--- config.mk ---
export PLATFORM = sky130hd
export DESIGN_NAME = cond_logic_mt_flat
export DESIGN_NICKNAME = d
export VERILOG_FILES = /design/src/rtl/cond_logic_mt_if.sv /design/src/rtl/cond_logic_mt.sv /design/src/flat_wrapper.sv
export SDC_FILE = /design/constraint.sdc
export NUM_CORES = 1
export LEC_CHECK = 0
export ABC_AREA = 1
export BUFFER_PORTS_ARGS = -buffer_cell sky130_fd_sc_hd__buf_2
export CORE_MARGIN = 1.5
export CORE_UTILIZATION = 40
export CTS_CLUSTER_DIAMETER = 120
export DETAILED_ROUTE_END_ITERATION = 6
export PLACE_DENSITY = 0.56
export REMOVE_ABC_BUFFERS = 1
export SYNTH_ARGS = -nofsm -noshare
export SYNTH_HDL_FRONTEND = slang
export SYNTH_SLANG_ARGS = --single-unit
--- constraint.sdc ---
create_clock -name clk -period 8.7 [get_ports clk]
set_input_delay 0.435 -clock clk [delete_from_list [all_inputs] [get_ports clk]]
set_output_delay 0.435 -clock clk [all_outputs]
set_load 0.01 [all_outputs]
--- src/rtl/cond_logic_mt_if.sv ---
// Decoder-side bundle for the multi-context condition checker: instruction
// controls in, gated controls and per-context readback out.
interface cond_logic_mt_if #(
    parameter int CTX_W = 1,
    parameter int CNT_W = 16
);
    logic             valid_in;
    logic [CTX_W-1:0] ctx_in;
    logic [3:0]       cond;
    logic [3:0]       alu_flags;
    logic [1:0]       flag_w;
    logic             pcs;
    logic             reg_w;
    logic             mem_w;
    logic             no_write;
    logic [CTX_W-1:0] rd_ctx;
    logic             cnt_clr;

    logic             valid_out;
    logic             cond_ex;
    logic             pc_src;
    logic             reg_write;
    logic             mem_write;
    logic [3:0]       flags_rd;
    logic [CNT_W-1:0] exec_cnt;
    logic [CNT_W-1:0] squash_cnt;

    modport master (
        output valid_in, ctx_in, cond, alu_flags, flag_w, pcs, reg_w, mem_w,
               no_write, rd_ctx, cnt_clr,
        input  valid_out, cond_ex, pc_src, reg_write, mem_write, flags_rd,
               exec_cnt, squash_cnt
    );

    modport slave (
        input  valid_in, ctx_in, cond, alu_flags, flag_w, pcs, reg_w, mem_w,
               no_write, rd_ctx, cnt_clr,
        output valid_out, cond_ex, pc_src, reg_write, mem_write, flags_rd,
               exec_cnt, squash_cnt
    );
endinterface

--- src/rtl/cond_logic_mt.sv ---
// Per-context NZCV flag store with ARM condition evaluation, control gating,
// saturating executed/squashed counters and an optional output register.
module cond_logic_mt #(
    parameter int NUM_CTX = 2,
    parameter int CTX_W   = 1,
    parameter int CNT_W   = 16,
    parameter int REG_OUT = 0
) (
    input  logic          clk,
    input  logic          reset,
    cond_logic_mt_if.slave bus
);

    localparam logic [CNT_W-1:0] CNT_MAX = '1;

    logic [3:0]       flags_q  [NUM_CTX];
    logic [CNT_W-1:0] exec_q   [NUM_CTX];
    logic [CNT_W-1:0] squash_q [NUM_CTX];

    logic [CTX_W-1:0]   ctx_idx;
    logic [CTX_W-1:0]   rd_idx;
    logic [NUM_CTX-1:0] ctx_sel;
    logic [NUM_CTX-1:0] rd_sel;
    logic [3:0]         cur_flags;
    logic               ctx_ok;
    logic               n, z, c, v, ge;
    logic               dec;
    logic               term;
    logic               valid_c, pc_c, rw_c, mw_c;

    assign ctx_idx = bus.ctx_in;
    assign rd_idx  = bus.rd_ctx;

    // One-hot context matches; an index past NUM_CTX matches nothing.
    always_comb begin
        ctx_sel = '0;
        rd_sel  = '0;
        for (int i = 0; i < NUM_CTX; i++) begin
            ctx_sel[i] = (32'(ctx_idx) == 32'(i));
            rd_sel[i]  = (32'(rd_idx) == 32'(i));
        end
    end

    assign ctx_ok = |ctx_sel;

    always_comb begin
        cur_flags      = 4'b0000;
        bus.flags_rd   = 4'b0000;
        bus.exec_cnt   = '0;
        bus.squash_cnt = '0;
        for (int i = 0; i < NUM_CTX; i++) begin
            if (ctx_sel[i]) cur_flags = flags_q[i];
            if (rd_sel[i]) begin
                bus.flags_rd   = flags_q[i];
                bus.exec_cnt   = exec_q[i];
                bus.squash_cnt = squash_q[i];
            end
        end
    end

    assign {n, z, c, v} = cur_flags;
    assign ge = ~(n ^ v);

    always_comb begin
        case (bus.cond)
            4'b0000: dec = z;
            4'b0001: dec = ~z;
            4'b0010: dec = c;
            4'b0011: dec = ~c;
            4'b0100: dec = n;
            4'b0101: dec = ~n;
            4'b0110: dec = v;
            4'b0111: dec = ~v;
            4'b1000: dec = c & ~z;
            4'b1001: dec = ~(c & ~z);
            4'b1010: dec = ge;
            4'b1011: dec = ~ge;
            4'b1100: dec = ~z & ge;
            4'b1101: dec = ~(~z & ge);
            4'b1110: dec = 1'b1;
            default: dec = 1'b0;
        endcase
    end

    assign term    = bus.valid_in & ctx_ok & dec;
    assign valid_c = bus.valid_in;
    assign pc_c    = term & bus.pcs;
    assign rw_c    = term & bus.reg_w & ~bus.no_write;
    assign mw_c    = term & bus.mem_w;

    // Flags and counters update at the end of the input cycle; readback above
    // therefore never sees the value being written on this edge.
    always_ff @(posedge clk) begin
        if (reset) begin
            for (int i = 0; i < NUM_CTX; i++) begin
                flags_q[i]  <= 4'b0000;
                exec_q[i]   <= '0;
                squash_q[i] <= '0;
            end
        end else begin
            for (int i = 0; i < NUM_CTX; i++) begin
                if (term && ctx_sel[i]) begin
                    if (bus.flag_w[1]) flags_q[i][3:2] <= bus.alu_flags[3:2];
                    if (bus.flag_w[0]) flags_q[i][1:0] <= bus.alu_flags[1:0];
                end
                if (bus.cnt_clr) begin
                    exec_q[i]   <= '0;
                    squash_q[i] <= '0;
                end else if (bus.valid_in && ctx_sel[i]) begin
                    if (term) begin
                        if (exec_q[i] != CNT_MAX) exec_q[i] <= exec_q[i] + CNT_W'(1);
                    end else begin
                        if (squash_q[i] != CNT_MAX) squash_q[i] <= squash_q[i] + CNT_W'(1);
                    end
                end
            end
        end
    end

    generate
        if (REG_OUT != 0) begin : g_reg_out
            always_ff @(posedge clk) begin
                if (reset) begin
                    bus.valid_out <= 1'b0;
                    bus.cond_ex   <= 1'b0;
                    bus.pc_src    <= 1'b0;
                    bus.reg_write <= 1'b0;
                    bus.mem_write <= 1'b0;
                end else begin
                    bus.valid_out <= valid_c;
                    bus.cond_ex   <= term;
                    bus.pc_src    <= pc_c;
                    bus.reg_write <= rw_c;
                    bus.mem_write <= mw_c;
                end
            end
        end else begin : g_comb_out
            always_comb begin
                bus.valid_out = valid_c;
                bus.cond_ex   = term;
                bus.pc_src    = pc_c;
                bus.reg_write = rw_c;
                bus.mem_write = mw_c;
            end
        end
    endgenerate

endmodule

--- src/flat_wrapper.sv ---
// flat-port wrapper written by rule: the top's interface ports become plain ports
module cond_logic_mt_flat 
#(
    parameter int NUM_CTX = 2,
    parameter int CTX_W   = 1,
    parameter int CNT_W   = 16,
    parameter int REG_OUT = 0
)
  (clk, reset, bus_valid_in, bus_ctx_in, bus_cond, bus_alu_flags, bus_flag_w, bus_pcs, bus_reg_w, bus_mem_w, bus_no_write, bus_rd_ctx, bus_cnt_clr, bus_valid_out, bus_cond_ex, bus_pc_src, bus_reg_write, bus_mem_write, bus_flags_rd, bus_exec_cnt, bus_squash_cnt);
  cond_logic_mt_if #(.CTX_W(CTX_W), .CNT_W(CNT_W)) bus_i ();
  input  logic clk;
  input  logic reset;
  input wire logic [$bits(bus_i.valid_in)-1:0] bus_valid_in;
  input wire logic [$bits(bus_i.ctx_in)-1:0] bus_ctx_in;
  input wire logic [$bits(bus_i.cond)-1:0] bus_cond;
  input wire logic [$bits(bus_i.alu_flags)-1:0] bus_alu_flags;
  input wire logic [$bits(bus_i.flag_w)-1:0] bus_flag_w;
  input wire logic [$bits(bus_i.pcs)-1:0] bus_pcs;
  input wire logic [$bits(bus_i.reg_w)-1:0] bus_reg_w;
  input wire logic [$bits(bus_i.mem_w)-1:0] bus_mem_w;
  input wire logic [$bits(bus_i.no_write)-1:0] bus_no_write;
  input wire logic [$bits(bus_i.rd_ctx)-1:0] bus_rd_ctx;
  input wire logic [$bits(bus_i.cnt_clr)-1:0] bus_cnt_clr;
  output wire logic [$bits(bus_i.valid_out)-1:0] bus_valid_out;
  output wire logic [$bits(bus_i.cond_ex)-1:0] bus_cond_ex;
  output wire logic [$bits(bus_i.pc_src)-1:0] bus_pc_src;
  output wire logic [$bits(bus_i.reg_write)-1:0] bus_reg_write;
  output wire logic [$bits(bus_i.mem_write)-1:0] bus_mem_write;
  output wire logic [$bits(bus_i.flags_rd)-1:0] bus_flags_rd;
  output wire logic [$bits(bus_i.exec_cnt)-1:0] bus_exec_cnt;
  output wire logic [$bits(bus_i.squash_cnt)-1:0] bus_squash_cnt;
  assign bus_i.valid_in = bus_valid_in;
  assign bus_i.ctx_in = bus_ctx_in;
  assign bus_i.cond = bus_cond;
  assign bus_i.alu_flags = bus_alu_flags;
  assign bus_i.flag_w = bus_flag_w;
  assign bus_i.pcs = bus_pcs;
  assign bus_i.reg_w = bus_reg_w;
  assign bus_i.mem_w = bus_mem_w;
  assign bus_i.no_write = bus_no_write;
  assign bus_i.rd_ctx = bus_rd_ctx;
  assign bus_i.cnt_clr = bus_cnt_clr;
  assign bus_valid_out = bus_i.valid_out;
  assign bus_cond_ex = bus_i.cond_ex;
  assign bus_pc_src = bus_i.pc_src;
  assign bus_reg_write = bus_i.reg_write;
  assign bus_mem_write = bus_i.mem_write;
  assign bus_flags_rd = bus_i.flags_rd;
  assign bus_exec_cnt = bus_i.exec_cnt;
  assign bus_squash_cnt = bus_i.squash_cnt;
  cond_logic_mt #(.NUM_CTX(NUM_CTX), .CTX_W(CTX_W), .CNT_W(CNT_W), .REG_OUT(REG_OUT)) u_core (.clk(clk), .reset(reset), .bus(bus_i));
endmodule
---- After elaboration in Yosys (flattened, before gate mapping) ----
Memories as Yosys holds them, arrays and structs flattened.
Index checks and enable logic that the tools add are counted.
operators by class
  bitwise logic cells ..................... 29
  reduce and logical (&&, ||, !) cells .... 5
  mux-type cells .......................... 60
  $add $sub $neg .......................... 4
  equal/unequal tests ..................... 18
operators with widths
  cell                                                                    number
  16-bit two-way mux                                                      10
  16-bit by 1-bit adder with 16-bit output (second input constant)        4
  16-bit inequality test (second input constant)                          4
  1-bit two-way mux                                                       43
  4-bit equality test (second input constant)                             7
  4-bit by 3-bit equality test with 1-bit output (second input constant)  4
  1-bit case mux with 15 select lines                                     1
  1-bit bitwise OR                                                        12
  1-bit inverter                                                          9
  4-bit by 2-bit equality test with 1-bit output (second input constant)  2
  2-bit two-way mux                                                       4
  4-bit two-way mux                                                       2
  1-bit AND                                                               7
  4-bit by 1-bit equality test with 1-bit output (second input constant)  1
  1-bit logical AND                                                       4
  4-bit logical NOT                                                       1
  1-bit bitwise XOR                                                       1
storage, ports and cells
  register bits after elaboration ......... 0
  memories kept ........................... 3
  output and inout bits ................... 41
  word-level logic and storage cells ...... 119
  memory bits (writable) .................. 72
  input port bits ......................... 20
memory list
  name             depth  bits a word  read ports  clocked after Yosys merged registers in  wr ports  line                 RTL
  u_core.exec_q    2      16           2           0                                        2         cond_logic_mt.sv:17  logic [CNT_W-1:0] exec_q [NUM_CTX];
  u_core.squash_q  2      16           2           0                                        2         cond_logic_mt.sv:18  logic [CNT_W-1:0] squash_q [NUM_CTX];
  u_core.flags_q   2      4            2           0                                        2         cond_logic_mt.sv:16  logic [3:0] flags_q [NUM_CTX];

---- Longest topological paths before layout ----
An unclocked memory read counts as a cell.
  depth in word-level cells ............... 14
  depth in mapped cells ................... 15
  gate-level depth less buffers ........... 13

---- Worst setup path before layout ----
No wires, ideal clock.
  kind .................................... input to register
  start point ............................. input port bus_ctx_in
  end point ............................... memory u_core.exec_q[0][0] (enable)
  stages .................................. 14
  buffers on the path ..................... 1
  required time ........................... 8.289 ns
  path slack .............................. 5.634 ns
  library setup time ...................... 0.411 ns
  data arrival time ....................... 2.655 ns
  path through ............................ buf_6 -> nand2_4 -> inv_2 -> nor2_2 -> nand2_2 -> nand2_2 -> nand2_1 -> nand2_2 -> nand2_2 -> nand3_4 -> nand2_8 -> nor2_4 -> nand2_4 -> o21ai_0
RTL lines
  item         line                 RTL
  from (decl)  flat_wrapper.sv:14   input wire logic [$bits(bus_i.ctx_in)-1:0] bus_ctx_in;
  to (decl)    cond_logic_mt.sv:17

==> impl_metrics.env <==
export IMPL_vdd_drop_max_mv=0.07403
export IMPL_place_hpwl_um=7762
export IMPL_layout_commonest_cell="nand2_1"
export IMPL_hold_viol_final=0
export IMPL_cp_start_kind="register"
export IMPL_period_share_pct=33.35
export IMPL_diodes=0
export IMPL_drc_errors=0
export IMPL_syn_inst=576
export IMPL_ys_seq_area_share_pct=43.54
export IMPL_holdWs_ns=0.4275
export IMPL_fin_area_um2=5680
export IMPL_cts_htree_levels=3
export IMPL_crit_arrival_ns=2.81
export IMPL_clkTransAtPathRegs_ns=0.06
export IMPL_slew_limit_headroom_pct=29.18
export IMPL_rows=40
export IMPL_synth_flop_cell="edfxtp_1"
export IMPL_io_pins=61
export IMPL_routedWlPerCell_um=12.92
export IMPL_clock_latency_ns=0.33
export IMPL_clock_sinks=72
export IMPL_coreArea_um2=12060
export IMPL_synth_ff_latch_count=72
export IMPL_grt_max_degree=72
export IMPL_cts_buffers_inserted=9
export IMPL_cp_end_kind="register"
export IMPL_utilization_pct=47.10
export IMPL_cts_root_buf="clkbuf_16"
export IMPL_clock_path_buffers=2
export IMPL_ant_nets=0
export IMPL_start_util_pct=41.17
export IMPL_cts_tree="done"
export IMPL_synth_distinct_cells=35
export IMPL_synth_async_sr_flop_share_pct=0
export IMPL_final_cells=805
export IMPL_most_common_layout_cells="nand2_1 (112), inv_1 (88), edfxtp_1 (72)"
export IMPL_grt_pass1_vias=3645
export IMPL_yosys_warnings=0
export IMPL_finalSetupViolCount=0
export IMPL_max_freq_ghz=0.3446
export IMPL_powerDensity_nw_per_um2=162.7
export IMPL_finalWeightedCongestion=0.8107
export IMPL_avgViaCountPerCell=4.770
export IMPL_finalSetupTns_ns=0
export IMPL_synth_edf_count=72
export IMPL_port_buffers=60
export IMPL_syn_area_um2=4966
export IMPL_cts_hold_buf=0
export IMPL_rsz0062_at_grt="false"
export IMPL_tightest_slew_ns=1.062
export IMPL_status="finished clean"
export IMPL_grt_usage_pct=16.64
export IMPL_slew_viol_final=0
export IMPL_drv_cap=0
export IMPL_dpl_cell_area_um2=5375
export IMPL_overflow=0
export IMPL_crit_path_max_fanout=17
export IMPL_worst_setup_path_type="reg -> reg"
export IMPL_period_needed_ns=2.902
export IMPL_nets=656
export IMPL_antenna_found_initial=0
export IMPL_post_cts_resized=0
export IMPL_vias=3840
export IMPL_grt_pass1_wl_um=17380
export IMPL_die_area_um2=13090
export IMPL_reg2regPathDepth=8
export IMPL_syn2layout_area_growth_pct=14.39
export IMPL_timing_critical_path_required_ns=8.60
export IMPL_die_w_um=114.4
export IMPL_drt_iter0_drc=198
export IMPL_layout_drive_gt1_share_pct=23.08
export IMPL_min_path_type="in -> reg"
export IMPL_dr_pass1_iters=4
export IMPL_hold_depth=3
export IMPL_wl_um=10400
export IMPL_skew_ns=0.006926
export IMPL_place_inst=789
export IMPL_die_h_um=114.4
export IMPL_leakage_nw=2.336
export IMPL_syn_avg_cell_area_um2=8.622
export IMPL_postCtsSetupRepairBufs=0
[final cells by class]
type / instances / area (um2)
fillers: 1196 / 6381
inverters: 93 / 349.1
repair buffers: 61 / 307.8
multi-input cells: 395 / 2346
clock buffers: 12 / 236.5
flip-flops and latches: 72 / 2162
clock inverters: 4 / 68.82
well taps: 168 / 210.2
[synthesized netlist by cell type (2+ instances only)]
library cell  instances  area share, %
nor2_2                4           0.50
a21oi_1               5           0.50
xnor2_1              12            2.1
o31ai_1               2           0.30
clkbuf_1              9           0.68
inv_2                 4           0.30
xor2_1               32            5.6
nand3_1              30            3.0
nor3_4                3           0.98
nand3_2               4           0.81
nor2_4               14            3.2
nor4_1                2           0.25
nor2_1               53            4.0
or2_2                 3           0.38
nand2_1             112            8.5
edfxtp_1             72             44
nand4_1              10            1.3
o21ai_0              40            4.0
buf_6                 4           0.91
nand2_4               4           0.91
ha_1                  4            1.0
inv_1                88            6.7
nand2_2              14            1.8
buf_4                 2           0.30
nor3_1               22            2.2
nor3_2               18            3.6
[worst paths after layout]
check        slack [ns]                                   to                                 from
max                5.80  u_core.squash_q[0][5]$_SDFFCE_PN0P_  u_core.squash_q[0][0]$_SDFFCE_PN0P_
min                0.43       u_core.flags_q[1][0]$_DFFE_PP_                     bus_alu_flags[0]
max reg2reg        5.80  u_core.squash_q[0][5]$_SDFFCE_PN0P_  u_core.squash_q[0][0]$_SDFFCE_PN0P_
min reg2reg        0.63    u_core.exec_q[0][0]$_SDFFCE_PN0P_    u_core.exec_q[0][0]$_SDFFCE_PN0P_
[through the flow]
stage | total power [W] | worst slack, ns
finish | 0.0009242 | 5.798
global route | 0.0009660 | 5.470
CTS | 0.0009359 | 5.736
detailed placement | 0.0005465 | 5.443
global placement | 0.0005450 | 5.539
floorplan | 0.0005009 | 5.640
[where the power goes]
part | switching, W | internal [W] | leakage, nW
sequential | 0.0000191 | 0.000402 | 0.801
combinational | 0.0000783 | 0.0000387 | 1.39
clock | 0.000136 | 0.000250 | 0.148
[cells by family after synthesis]
family / share of synthesized area, %
AOI/OAI and AO/OA: 5.971
adders and majority gates: 1.008
and+or+nand+nor: 32.27
DFF: 43.54
muxes: 0.2267
buffers and inverters: 9.221
xor gates and xnor gates: 7.760
[sequential cells by signal, indices dropped and copies added, names as in the netlist]
register	count
u_core.exec_q	32
u_core.flags_q	8
u_core.squash_q	32
[critical path, cell delays in order (launching register included)]
cell,delay (ns)
edfxtp_1,0.40
ha_1,0.21
nand3_1,0.14
nor2_2,0.16
nand3_1,0.13
nor3_1,0.18
nand4_1,0.20
o211ai_4,0.48
nand2_1,0.57
[routing by layer]
metal / global-route usage (%) / vias to the layer above / routed length [um]
met5: 0 / - / 0
met4: 4.917 / 0 / 71
met3: 3.335 / 5 / 352
met2: 26.55 / 62 / 4887
met1: 22.95 / 1793 / 5092
li1: - / 1980 / -
(Power assumes the default switching activity.)
